===== src/rtl/alu_pkg.sv =====
// Shared ALU types: operation codes, flag bundle and flag-unit FSM states.
package alu_pkg;

  localparam int ALU_OPSEL_W = 3;

  typedef enum logic [ALU_OPSEL_W-1:0] {
    OP_ADD  = 3'b000,
    OP_PASS = 3'b001,
    OP_SUB  = 3'b010,
    OP_NOT  = 3'b011,
    OP_ADC  = 3'b100,
    OP_INC  = 3'b101,
    OP_SBC  = 3'b110,
    OP_CMP  = 3'b111
  } opsel_t;

  typedef struct packed {
    logic c;
    logic z;
    logic n;
    logic v;
  } alu_flags_t;

  typedef enum logic {
    SINGLE = 1'b0,
    CHAIN  = 1'b1
  } flag_state_t;

endpackage


===== src/rtl/alu_carry_sel.sv =====
// Combinational carry selection shared by every consumer of ALU carry-out.
module alu_carry_sel
  import alu_pkg::*;
(
  input  logic [ALU_OPSEL_W-1:0] opsel,
  input  logic                   mode,
  input  logic                   cout,
  output logic                   carry
);

  // Odd opcodes other than CMP produce no meaningful carry, so it is masked.
  always_comb begin
    carry = 1'b0;
    if (!mode) begin
      unique case (opsel_t'(opsel))
        OP_PASS, OP_NOT, OP_INC: carry = 1'b0;
        default:                 carry = cout;
      endcase
    end
  end

endmodule


===== src/rtl/alu_flag_unit.sv =====
// Registered C/Z/N/V flag unit with multi-word chaining and a save/restore shadow.
// Define ALU_FLAG_OVERFLOW_EN to build the overflow flag; otherwise v_flag is tied to 0.
module alu_flag_unit
  import alu_pkg::*;
#(
  parameter int WIDTH = 8
) (
  input  logic                   clk,
  input  logic                   rst_n,
  input  logic                   valid_in,
  input  logic [ALU_OPSEL_W-1:0] opsel,
  input  logic                   mode,
  input  logic [WIDTH-1:0]       result,
  input  logic                   cout,
  input  logic                   a_msb,
  input  logic                   b_msb,
  input  logic                   chain,
  input  logic                   flag_we,
  input  logic                   save,
  input  logic                   restore,
  output logic                   c_flag,
  output logic                   z_flag,
  output logic                   n_flag,
  output logic                   v_flag,
  output logic                   carry_in,
  output logic                   valid_out,
  output logic                   in_chain
);

  logic        upd;
  logic        zr;
  logic        sel_carry;
  logic        v_next;
  logic        valid_q;
  alu_flags_t  flags_q;
  alu_flags_t  shadow_q;
  alu_flags_t  flags_new;
  flag_state_t state_q;
  flag_state_t state_d;

  alu_carry_sel u_carry_sel (
    .opsel (opsel),
    .mode  (mode),
    .cout  (cout),
    .carry (sel_carry)
  );

  assign upd = valid_in & flag_we & ~restore;
  assign zr  = ~|result;

`ifdef ALU_FLAG_OVERFLOW_EN
  assign v_next = ~mode & (a_msb == b_msb) & (result[WIDTH-1] != a_msb);
`else
  logic unused_msbs;
  assign unused_msbs = a_msb ^ b_msb;
  assign v_next      = 1'b0;
`endif

  // Inside a chain the zero flag accumulates, so only an all-zero multi-word value reads as zero.
  always_comb begin
    flags_new   = '0;
    flags_new.c = sel_carry;
    flags_new.z = (state_q == CHAIN) ? (zr & flags_q.z) : zr;
    flags_new.n = result[WIDTH-1];
    flags_new.v = v_next;
  end

  always_ff @(posedge clk or negedge rst_n) begin
    if (!rst_n) state_q <= SINGLE;
    else        state_q <= state_d;
  end

  always_comb begin
    state_d = state_q;
    if (restore)  state_d = SINGLE;
    else if (upd) state_d = chain ? CHAIN : SINGLE;
  end

  // Shadow always captures pre-edge flags, which makes save+restore a swap.
  always_ff @(posedge clk or negedge rst_n) begin
    if (!rst_n) begin
      flags_q  <= '0;
      shadow_q <= '0;
      valid_q  <= 1'b0;
    end else begin
      if (restore)  flags_q <= shadow_q;
      else if (upd) flags_q <= flags_new;
      if (save)     shadow_q <= flags_q;
      valid_q <= upd;
    end
  end

  always_comb begin
    c_flag    = flags_q.c;
    z_flag    = flags_q.z;
    n_flag    = flags_q.n;
    v_flag    = flags_q.v;
    carry_in  = flags_q.c;
    valid_out = valid_q;
    in_chain  = (state_q == CHAIN);
  end

endmodule


===== config.mk =====
export PLATFORM = sky130hd
export DESIGN_NAME = alu_flag_unit
export DESIGN_NICKNAME = d
export VERILOG_FILES = /design/src/rtl/alu_pkg.sv /design/src/rtl/alu_carry_sel.sv /design/src/rtl/alu_flag_unit.sv
export SDC_FILE = /design/constraint.sdc
export NUM_CORES = 1
export LEC_CHECK = 0
export ABC_CLOCK_PERIOD_IN_PS = 800
export BUFFER_PORTS_ARGS = -buffer_cell sky130_fd_sc_hd__buf_4
export CORE_AREA = 3 3 40 42
export DETAILED_ROUTE_END_ITERATION = 12
export DIE_AREA = 0 0 43 45
export PLACE_DENSITY_LB_ADDON = 0.1
export SETUP_SLACK_MARGIN = 0.4
export SLEW_MARGIN = 20
export SYNTH_ARGS = -nofsm -noshare
export SYNTH_HDL_FRONTEND = slang
export SYNTH_HIERARCHICAL = 1
export SYNTH_SLANG_ARGS = --single-unit

===== constraint.sdc =====
create_clock -name clk -period 0.8 [get_ports clk]
set_input_delay 0.16 -clock clk [delete_from_list [all_inputs] [get_ports clk]]
set_output_delay 0.16 -clock clk [all_outputs]
set_load 0.01 [all_outputs]

* Yosys cells after proc, flatten, opt, wreduce, memory -nomap -nowiden
Cells that the tools add are included.
** Word-level totals
- Flip-flop bits (word level) :: 10
- Input port bits :: 22
- Word-level logic and storage cells :: 29
** Operators by class
- Bitwise gates (word level) :: 4
- Reductions and logical operators :: 4
- Muxes and demuxes :: 8
- Equal/unequal tests :: 3
** Operator list (count)
- two-way mux 4 bit :: 2
- OR reduction 8 bit :: 1
- two-way mux 1 bit :: 6
- AND 1 bit :: 3
- equality test 3 x 1 -> 1 bit, second input constant :: 1
- equality test 3 x 2 -> 1 bit, second input constant :: 1
- equality test 3 bit, second input constant :: 1
- OR reduction 3 bit :: 1
- nonzero test 2 bit :: 1
- zero test 1 bit :: 1
- NOT 1 bit :: 1

* Longest topological paths before layout
Gate-level depths: netlist (run 1).
- Word-level depth :: 6
- Mapped depth :: 4

* Modules after synthesis
Netlist (run 1), hierarchy kept.
** Modules (own cells, without submodules)
- alu_flag_unit :: times used 1, cells an instance 37, area each 437.9 um^2, sequential area each 250.2 um^2
- alu_carry_sel :: times used 1, cells an instance 3, area each 18.8 um^2, sequential area each 0.0 um^2

* Worst setup path before layout (run 1)
OpenSTA, ideal clock, no wires.
- Path kind :: reg-to-reg
- Start :: register flags_q, in the netlist z_flag
- End :: register flags_q, in the netlist z_flag
- Required time :: 678 ps
- Period minus slack after synthesis :: 804 ps
- Path slack :: -4 ps
- Arrival :: 682 ps
- Cell stages (with the launch flop) :: 4
- Cell sequence :: dfrtp_1 nand2b_1 nand4b_1 a21oi_1
** On the way
- Longest elaborated chain between the ends :: 4
** Ends and longest elaborated chain
- start, declared :: RTL line alu_flag_unit.sv:35 : alu_flags_t flags_q;
- start signal, assigned :: RTL line alu_flag_unit.sv:86 : if (restore) flags_q <= shadow_q;
- start signal, assigned :: RTL line alu_flag_unit.sv:87 : else if (upd) flags_q <= flags_new;
- AND 1 bit :: RTL line alu_flag_unit.sv:63 : flags_new.z = (state_q == CHAIN) ? (zr & flags_q.z) : zr;
- two-way mux 1 bit :: RTL line alu_flag_unit.sv:63
- two-way mux 4 bit :: RTL line alu_flag_unit.sv:87
- two-way mux 4 bit :: RTL line alu_flag_unit.sv:86
No other way between the ends. The select of a mux whose other input is x is not followed.
A chain may end at the register's enable or synchronous reset.

* Worst setup path in the final report (run 1)
- Start :: register flags_q, in the netlist c_flag
- End :: output port carry_in
** RTL lines
- end, declared :: RTL line alu_flag_unit.sv:25 : output logic carry_in,
No word-level cell between the ends.

==> results of run 1 <==
## cells by family (layout without fill, tap and decap cells)
logic type,Yosys count,after routing,share of synthesized area
compound gates,7,7,0.0849
buf+inv,2,34,0.0274
flops,10,10,0.548
mux,6,6,0.142
simple gates,15,15,0.197
## area by class of cell
class	count	area (sq um)
clock buffer	3	22.5
fill	116	492
multi-input combinational	28	235
sequential	10	250
tap	15	18.8
timing repair buffer	31	267
## worst paths after layout
path	slack, ns	startpoint	endpoint
worst max-delay path	-0.16	c_flag	carry_in
worst min-delay path	-0.28	rst_n	n_flag
worst max register to register	-0.12	z_flag	z_flag
worst min register to register	0.49	shadow_q[3]	c_flag
max in group asynchronous	0.94	rst_n	c_flag
min in group clk	0.13	restore	in_chain
## power by group
| group | switching (W) | internal (W) | total, W |
|---|---|---|---|
| logic | 0.000137 | 0.000258 | 0.000395 |
| registers | 0.0000466 | 0.000571 | 0.000618 |
| clock network | 0.000155 | 0.000173 | 0.000328 |
| total | 0.000339 | 0.00100 | 0.00134 |
## cells in the mapped netlist
master    number  area (sq um)
nand2_1        6          22.5
nand2b_1       2          12.5
buf_4          1          7.51
a21oi_2        1          8.76
nor4_2         2          25.0
nand2_2        1          6.26
a21oi_1        3          15.0
mux2_2         4          45.0
dfrtp_1       10           250
nand4b_1       1          8.76
buf_2          1          5.00
nor2_1         1          3.75
mux2i_1        2          20.0
o21ai_0        3          15.0
nor2b_1        1          6.26
nand3_1        1          5.00
## worst reg2reg max path, stage by stage (launching register included)
cell and delay (ns):
dfrtp_1 0.40, buf_6 0.13, nand2b_4 0.12, nand4b_1 0.09, a21oi_1 0.06
## metrics by stage
stage	TNS (ns)	hold WS, ns	setup WS (ns)
floorplan	-0.00426	-0.136	-0.00426
global placement	-0.0912	-0.00412	-0.0912
detailed placement	-0.0906	-0.00309	-0.0906
CTS	-1.60	-0.285	-0.173
global route	-2.03	-0.288	-0.200
finish	-1.56	-0.280	-0.165
## cell usage in the layout (no fill, tap or decap), types with 2 or more instances in the layout
master,n
a21oi_2,2
mux2_4,4
buf_4,22
buf_6,9
nand2_4,2
o21ai_1,3
clkbuf_4,3
nand2_1,4
mux2i_1,2
nor4_2,2
dfrtp_1,10
a21oi_1,2
## sequential cells by signal, indices dropped and copies added (netlist names)
| signal | count |
|---|---|
| valid_out | 1 |
| v_flag | 1 |
| in_chain | 1 |
| shadow_q | 4 |
| c_flag | 1 |
| z_flag | 1 |
| n_flag | 1 |
## metal layers
layer	global-route usage	routed length [um]	vias up
li1	-	-	205
met1	0.150	433	194
met2	0.216	568	22
met3	0.0518	132	0
met4	0.0361	0	0
met5	0	0	-
## timing repair
action                     in CTS  in global routing
hold endpoints to repair       10                 10
buffers inserted                5                  0
gates resized for setup        13                  3
setup endpoints to repair      16                 16
pin swaps                       2                  2
==> impl_metrics.ini, run 1 <==
[outcome]
status = finished, violations left
failed_checks = negative hold slack, negative setup slack

[yosys]
syn-num-nets = 62
synth.yosys.warnings = 6
synthesis.area_sq_um = 457
netlist_instances = 40
ys_seq_elements = 10
seq_area_frac_synth = 0.548
syn_avg_cell_area_sq_um = 11.4
ys_types = 16

[clocking]
clock_latency_ns = 0.26
clockBufferDepth = 2
cts_tree = yes
htreeDepth = 1
cts-root-buf = clkbuf_4
path_clk_slew_ns = 0.06
cts_num_sinks = 10
numCtsBuffers = 3

[layout]
synthToLayoutAreaGrowth_pct = 73.7
finalNetCount = 96
antenna_cells = 0
fin_area_sq_um = 793
instances_no_fill = 87
finish.utilization = 0.617
drive_gt1_frac = 0.639

[worst_setup_path]
worst-path-stages = 1
endpoint_kind = primary output
crit_buf_inv = 1
ff2ff_path_depth = 4
start_kind = flop
slowest_delay_ns = 0.40
crit_chain = buf_4
cp_max_fo = 3
critPathRequiredTime_ns = 0.64
cp_slowest_cell = dfrtp_1
crit_family = flip-flops
worstSetupPathType = flop to primary output
arrival_ns = 0.80

[min_path]
hp-class = primary input to async pin

[timing]
final_max_slew_viol_count = 0
worst_pin_slew_ns = 0.207
fin_crit_sh = 1.21
setup_ws_ns = -0.165
max_freq_ghz = 1.04
holdWs_ns = -0.280
setup_violations = 14
min_period_ns = 0.965
timing_hold_violations_final = 10
rsz0062_at_grt = yes
clock-skew-final_ns = 0.00148
slew_headroom = 0.861

[detailed_routing]
dr.pass1.iters = 4
wl_per_cell_um = 13.0
drc = 0
vias = 421
viasPerCell = 4.84
drtIter0Drc = 3
wirelength_um = 1130
ant_nets = 0

[die]
core-area_sq_um = 1280
pin_count = 29
start_util = 0.355
rows = 13
die_y_um = 45
die_w_um = 43
dieArea_sq_um = 1940

[power_and_ir_drop]
peakVddDrop_v = 0.000741
finalPower_w = 0.00134
power.density_nw_per_um2 = 1690
p_leak_nw = 0.400

[global_route]
grt_overflow_total = 0
grt_max_degree = 11
grt.total_usage = 0.127
grt_first_pass_wirelength_um = 1850
grt_pass1_vias = 445
antenna_found_initial = 0

[job]
cap_violations = 0

[place]
port_buffers = 26
post_dp_cell_area_sq_um = 674
hpwl_um = 783
gp_congestion = 0.660
post-place-cells = 79
Power figures use the tool's default switching activity.
==> run 2, diff against run 1 <==
--- a/config.mk
+++ b/config.mk
@@ -7,13 +7,12 @@
 export LEC_CHECK = 0
 export ABC_CLOCK_PERIOD_IN_PS = 800
 export BUFFER_PORTS_ARGS = -buffer_cell sky130_fd_sc_hd__buf_4
-export CORE_AREA = 3 3 40 42
+export CORE_AREA = 2 2 39 41
 export DETAILED_ROUTE_END_ITERATION = 12
-export DIE_AREA = 0 0 43 45
+export DIE_AREA = 0 0 41 43
 export PLACE_DENSITY_LB_ADDON = 0.1
 export SETUP_SLACK_MARGIN = 0.4
 export SLEW_MARGIN = 20
 export SYNTH_ARGS = -nofsm -noshare
 export SYNTH_HDL_FRONTEND = slang
-export SYNTH_HIERARCHICAL = 1
 export SYNTH_SLANG_ARGS = --single-unit
==> run 2 against run 1 <==
- the flow still finishes with violations (negative hold slack, negative setup slack)
- sequential cell count stayed put
- power is 1.5% higher
- area after synthesis is 4.9% lower
- cell count stayed put
- highest routed layer unchanged
- setup slack better by 0.0053 ns
- fmax is 0.55% higher
- critical path depth stayed put
- largest power group unchanged
- wire length is 8.5% lower
==> impl_metrics.ini, run 2 <==
[outcome]
status = finished, violations left
failed_checks = negative hold slack, negative setup slack

[detailed_routing]
ant_nets = 0
drc = 0
vias = 410
viasPerCell = 4.71
dr_wl_met2_um = 491
wl_per_cell_um = 11.9
wirelength_um = 1040
drtIter0Drc = 1
drt-met1-wl_um = 460
wl_met3_um = 87
dr.pass1.iters = 3
highest_layer = met3

[worst_setup_path]
worstSetupPathType = flop to primary output
arrival_ns = 0.80
start_kind = flop
crit_chain = buf_6
crit_family = flip-flops
cp_max_fo = 3
cp_slowest_cell = dfrtp_1
critPathLaunch = c_flag
reg2reg_from = z_flag
endpoint_kind = primary output
slowest_delay_ns = 0.41
critPathRequiredTime_ns = 0.64
crit_buf_inv = 1

[die]
die_w_um = 41
dieArea_sq_um = 1760
pin_count = 29
rows = 14
die_y_um = 43
core-area_sq_um = 1380
start_util = 0.314

[yosys]
synth_mux_area_frac = 0.127
synthAdderAreaFrac = 0
yosysTopAreaCell = dfrtp_1
ys_seq_elements = 10
synth.area.top_cells = dfrtp_1 (58%), mux2_2 (10%), nand2_1 (4.3%)
synth.yosys.warnings = 0
synthSimpleGateAreaFrac = 0.173
ys.flop_type = dfrtp_1
synth_top_family_by_area = simple AND/OR/NAND/NOR gates
yosysMostFrequentCell = dfrtp_1
synth_top_area_share = 0.576
syn_avg_cell_area_sq_um = 11.4
seq_area_frac_synth = 0.576
synthesis.area_sq_um = 434
async_flop_share = 1.00
ys_types = 18
synthTopCellsByCount = dfrtp_1 (10), nand2_1 (5), mux2_2 (4)
syn-num-nets = 60
synth_edf_count = 0
netlist_instances = 38
synth_compound_area_frac = 0.0980
synthXorXnorAreaFrac = 0

[layout]
drive_gt1_frac = 0.577
finish.utilization = 0.556
finalNetCount = 95
regMostFlops = shadow_q
final_common_cell = buf_4
largest_reg_flops = 4
antenna_cells = 0
layout_common_cells = buf_4 (21), dfrtp_1 (10), buf_6 (10)
instances_no_fill = 87
synthToLayoutAreaGrowth_pct = 77.2
fin_area_sq_um = 769

[timing]
rsz0062_at_grt = yes
holdWs_ns = -0.281
setup_ws_ns = -0.160
final_max_slew_viol_count = 0
timing_hold_violations_final = 10
min_period_ns = 0.960
max_freq_ghz = 1.04
tns_ns = -1.58
setup_violations = 14
worst_pin_slew_ns = 0.245
slew_headroom = 0.835
fin_crit_sh = 1.20
clock-skew-final_ns = 0.00233

[place]
post-place-cells = 80
port_buffers = 26
hpwl_um = 803
place_ws_ns = -0.308
post_dp_cell_area_sq_um = 669
gp_congestion = 0.733

[clocking]
cts_num_sinks = 10
cts-root-buf = clkbuf_4
clockBufferDepth = 2
path_clk_slew_ns = 0.06
htreeDepth = 1
numCtsBuffers = 3
cts_tree = yes
clock_latency_ns = 0.25

[global_route]
grt_first_pass_wirelength_um = 1520
grt_pass1_vias = 357
antenna_found_initial = 0
grt_max_degree = 11
grt.total_usage = 0.132
grt_overflow_total = 0

[min_path]
hp-class = primary input to async pin

[power_and_ir_drop]
power.density_nw_per_um2 = 1770
peakVddDrop_v = 0.000672
p_leak_nw = 0.385

[job]
cap_violations = 0
-- run 2: worst paths after layout --
path                               end  slack [ns]  depth (start not counted)
min in group clk              in_chain        0.13                          2
max                             c_flag       -0.16                          1
min                             v_flag       -0.28                          1
min reg2reg                     v_flag        0.50                          2
max reg2reg                shadow_q[2]       -0.13                          2
max in group asynchronous    valid_out        0.94                          1
-- run 2: final cells by class --
type,instances,area (sq um)
sequential,10,250
timing repair buffer,31,270
tap,16,20.0
inverter,1,3.75
fill,124,614
multi-input combinational,26,203
clock buffer,3,22.5
-- run 2: through the flow --
stage	power (W)	hold WS (ns)
after floorplan	0.000778	-0.136
after global placement	0.000942	-0.00523
after detailed placement	0.000948	-0.00554
after CTS	0.00137	-0.288
after global routing	0.00143	-0.278
final	0.00136	-0.281
-- run 2: cells by family after synthesis --
kind of cell | Yosys count
simple gates | 14
flops | 10
compound gates | 7
mux | 5
buf+inv | 2
-- run 2: per-layer routing --
metal,vias to the layer above,GRT usage
li1,204,-
met1,185,0.180
met2,21,0.181
met3,0,0.0314
met4,0,0.0800
met5,-,0
-- run 2: power breakdown --
| group | switching [W] | internal [W] | leakage (nW) |
|---|---|---|---|
| combinational | 0.000132 | 0.000272 | 0.245 |
| sequential | 0.0000566 | 0.000575 | 0.126 |
| clock | 0.000151 | 0.000173 | 0.0138 |
| total | 0.000340 | 0.00102 | 0.385 |
-- run 2: timing repair --
action	4_1_cts	5_1_grt
pin swaps	1	0
gates cloned	0	0
hold endpoints to repair	10	10
buffers inserted	4	0
setup endpoints to repair	16	17
resized for setup	10	3
==> run 3, diff against run 2 <==
--- a/config.mk
+++ b/config.mk
@@ -5,12 +5,12 @@
 export SDC_FILE = /design/constraint.sdc
 export NUM_CORES = 1
 export LEC_CHECK = 0
-export ABC_CLOCK_PERIOD_IN_PS = 800
+export ABC_CLOCK_PERIOD_IN_PS = 1200
 export BUFFER_PORTS_ARGS = -buffer_cell sky130_fd_sc_hd__buf_4
 export CORE_AREA = 2 2 39 41
 export DETAILED_ROUTE_END_ITERATION = 12
 export DIE_AREA = 0 0 41 43
-export PLACE_DENSITY_LB_ADDON = 0.1
+export PLACE_DENSITY_LB_ADDON = 0.25
 export SETUP_SLACK_MARGIN = 0.4
 export SLEW_MARGIN = 20
 export SYNTH_ARGS = -nofsm -noshare
==> constraint.sdc (replaced) <==
create_clock -name clk -period 1.2 [get_ports clk]
set_input_delay 0.24 -clock clk [delete_from_list [all_inputs] [get_ports clk]]
set_output_delay 0.24 -clock clk [all_outputs]
set_load 0.01 [all_outputs]
==> run 3 against run 2 <==
- the flow now finishes without violations
- clock power decreased by 33%
- utilization increased by 2.6 points
- via count increased by 0.98%
- critical path depth unchanged
- global-route usage increased by 1.8 points
- largest cell class unchanged
- cell area increased by 4.7%
- clock skew decreased by 0.0020 ns
- setup slack improved by 0.32 ns
- power decreased by 32%
- count of clock-buffer cells in the layout unchanged
- critical endpoint is now carry_in
==> impl_metrics.ini, run 3 (synthesis gave the netlist of run 2 again) <==
[worst_setup_path]
critPathRequiredTime_ns = 0.96
start_kind = flop
worstSetupPathType = flop to primary output
arrival_ns = 0.80
crit_chain = buf_6
slowest_delay_ns = 0.41
rrSetupSlack_ns = 0.18
endpoint_kind = primary output
cp_max_fo = 3
crit_buf_inv = 1
cp_slowest_cell = dfrtp_1
crit_family = flip-flops

[timing]
fin_crit_sh = 0.864
setup_violations = 0
slew_headroom = 0.849
max_freq_ghz = 0.964
min_period_ns = 1.04
clock-skew-final_ns = 0.000342
final_max_slew_viol_count = 0
worst_pin_slew_ns = 0.224
rsz0062_at_grt = yes
setup_ws_ns = 0.163
holdWs_ns = 0.184
tns_ns = 0
timing_hold_violations_final = 0

[global_route]
grt_max_degree = 11
grt_pass1_vias = 420
grt_overflow_total = 0
grt.total_usage = 0.150
grt_first_pass_wirelength_um = 1730
antenna_found_initial = 0

[clocking]
htreeDepth = 1
cts_tree = yes
path_clk_slew_ns = 0.06
cts_num_sinks = 10
clock_latency_ns = 0.26
cts-root-buf = clkbuf_4
numCtsBuffers = 3
clockBufferDepth = 2

[detailed_routing]
drc = 0
wl_per_cell_um = 11.4
wirelength_um = 1030
ant_nets = 0
dr.pass1.iters = 2
viasPerCell = 4.60
drtIter0Drc = 5
vias = 414

[layout]
largest_reg_flops = 4
layout_common_cells = buf_4 (22), buf_6 (11), dfrtp_1 (10)
regArea_sq_um = 250
finalNetCount = 98
fillers = 122
instances_no_fill = 90
antenna_cells = 0
synthToLayoutAreaGrowth_pct = 85.6
multi_input_area_sq_um = 210
regMostFlops = shadow_q
final_common_cell = buf_4
drive_gt1_frac = 0.608

[die]
die_w_um = 41
rows = 14
start_util = 0.314
pin_count = 29
die_y_um = 43
core-area_sq_um = 1380
dieArea_sq_um = 1760

[power_and_ir_drop]
p_leak_nw = 0.403
power.density_nw_per_um2 = 1150
finalPower_w = 0.000926
peakVddDrop_v = 0.000940

[job]
cap_violations = 0

[min_path]
hp-class = primary input to flop

[outcome]
status = finished, final reports clean

[place]
port_buffers = 26
place_ws_ns = 0.0655
gp_congestion = 0.664
post-place-cells = 80
==> run 3: cell count changes in the layout (fill, tap and decap cells not counted), sizes merged <==
cell,before,now
buf,31,33
dlygate4sd3,0,1
==> run 3: power breakdown <==
group | internal (W) | switching, W | total (W)
combinational | 0.000201 | 0.0000945 | 0.000295
clock | 0.000115 | 0.000102 | 0.000217
sequential | 0.000384 | 0.0000307 | 0.000414
total | 0.000700 | 0.000227 | 0.000926
==> run 3: routing by layer <==
layer	track usage	up-vias	wire, um
met4	0.0400	0	0
li1	-	210	-
met2	0.222	9	559
met1	0.186	195	418
met3	0.0785	0	51
met5	0	-	0
==> run 3: area by class of cell <==
type,count,area share
clock buffer,3,0.0280
tap,16,0.0248
multi-input combinational,26,0.261
sequential,10,0.311
timing repair buffer,34,0.371
inverter,1,0.00466
==> run 3: final timing paths <==
path / startpoint / to / cells after the start
max: c_flag / carry_in / 1
min: restore / in_chain / 2
max reg2reg: c_flag / shadow_q[3] / 3
min reg2reg: shadow_q[0] / v_flag / 2
max in group asynchronous: rst_n / shadow_q[1] / 2
min in group asynchronous: rst_n / z_flag / 2
==> run 3: metrics by stage <==
stage                     area [sq um]  utilization
after detailed placement           661        0.477
after floorplan                    449            -
final                              806        0.582
after CTS                          761        0.550
after global routing               806        0.582
after global placement             661        0.477
==> run 3: repair_timing <==
item,in CTS,in global routing
setup buffers,5,1
pin swaps,1,0
setup endpoints to repair,9,15
hold buffers,1,0
gates resized for setup,7,11
endpoints found under the hold margin,10,0
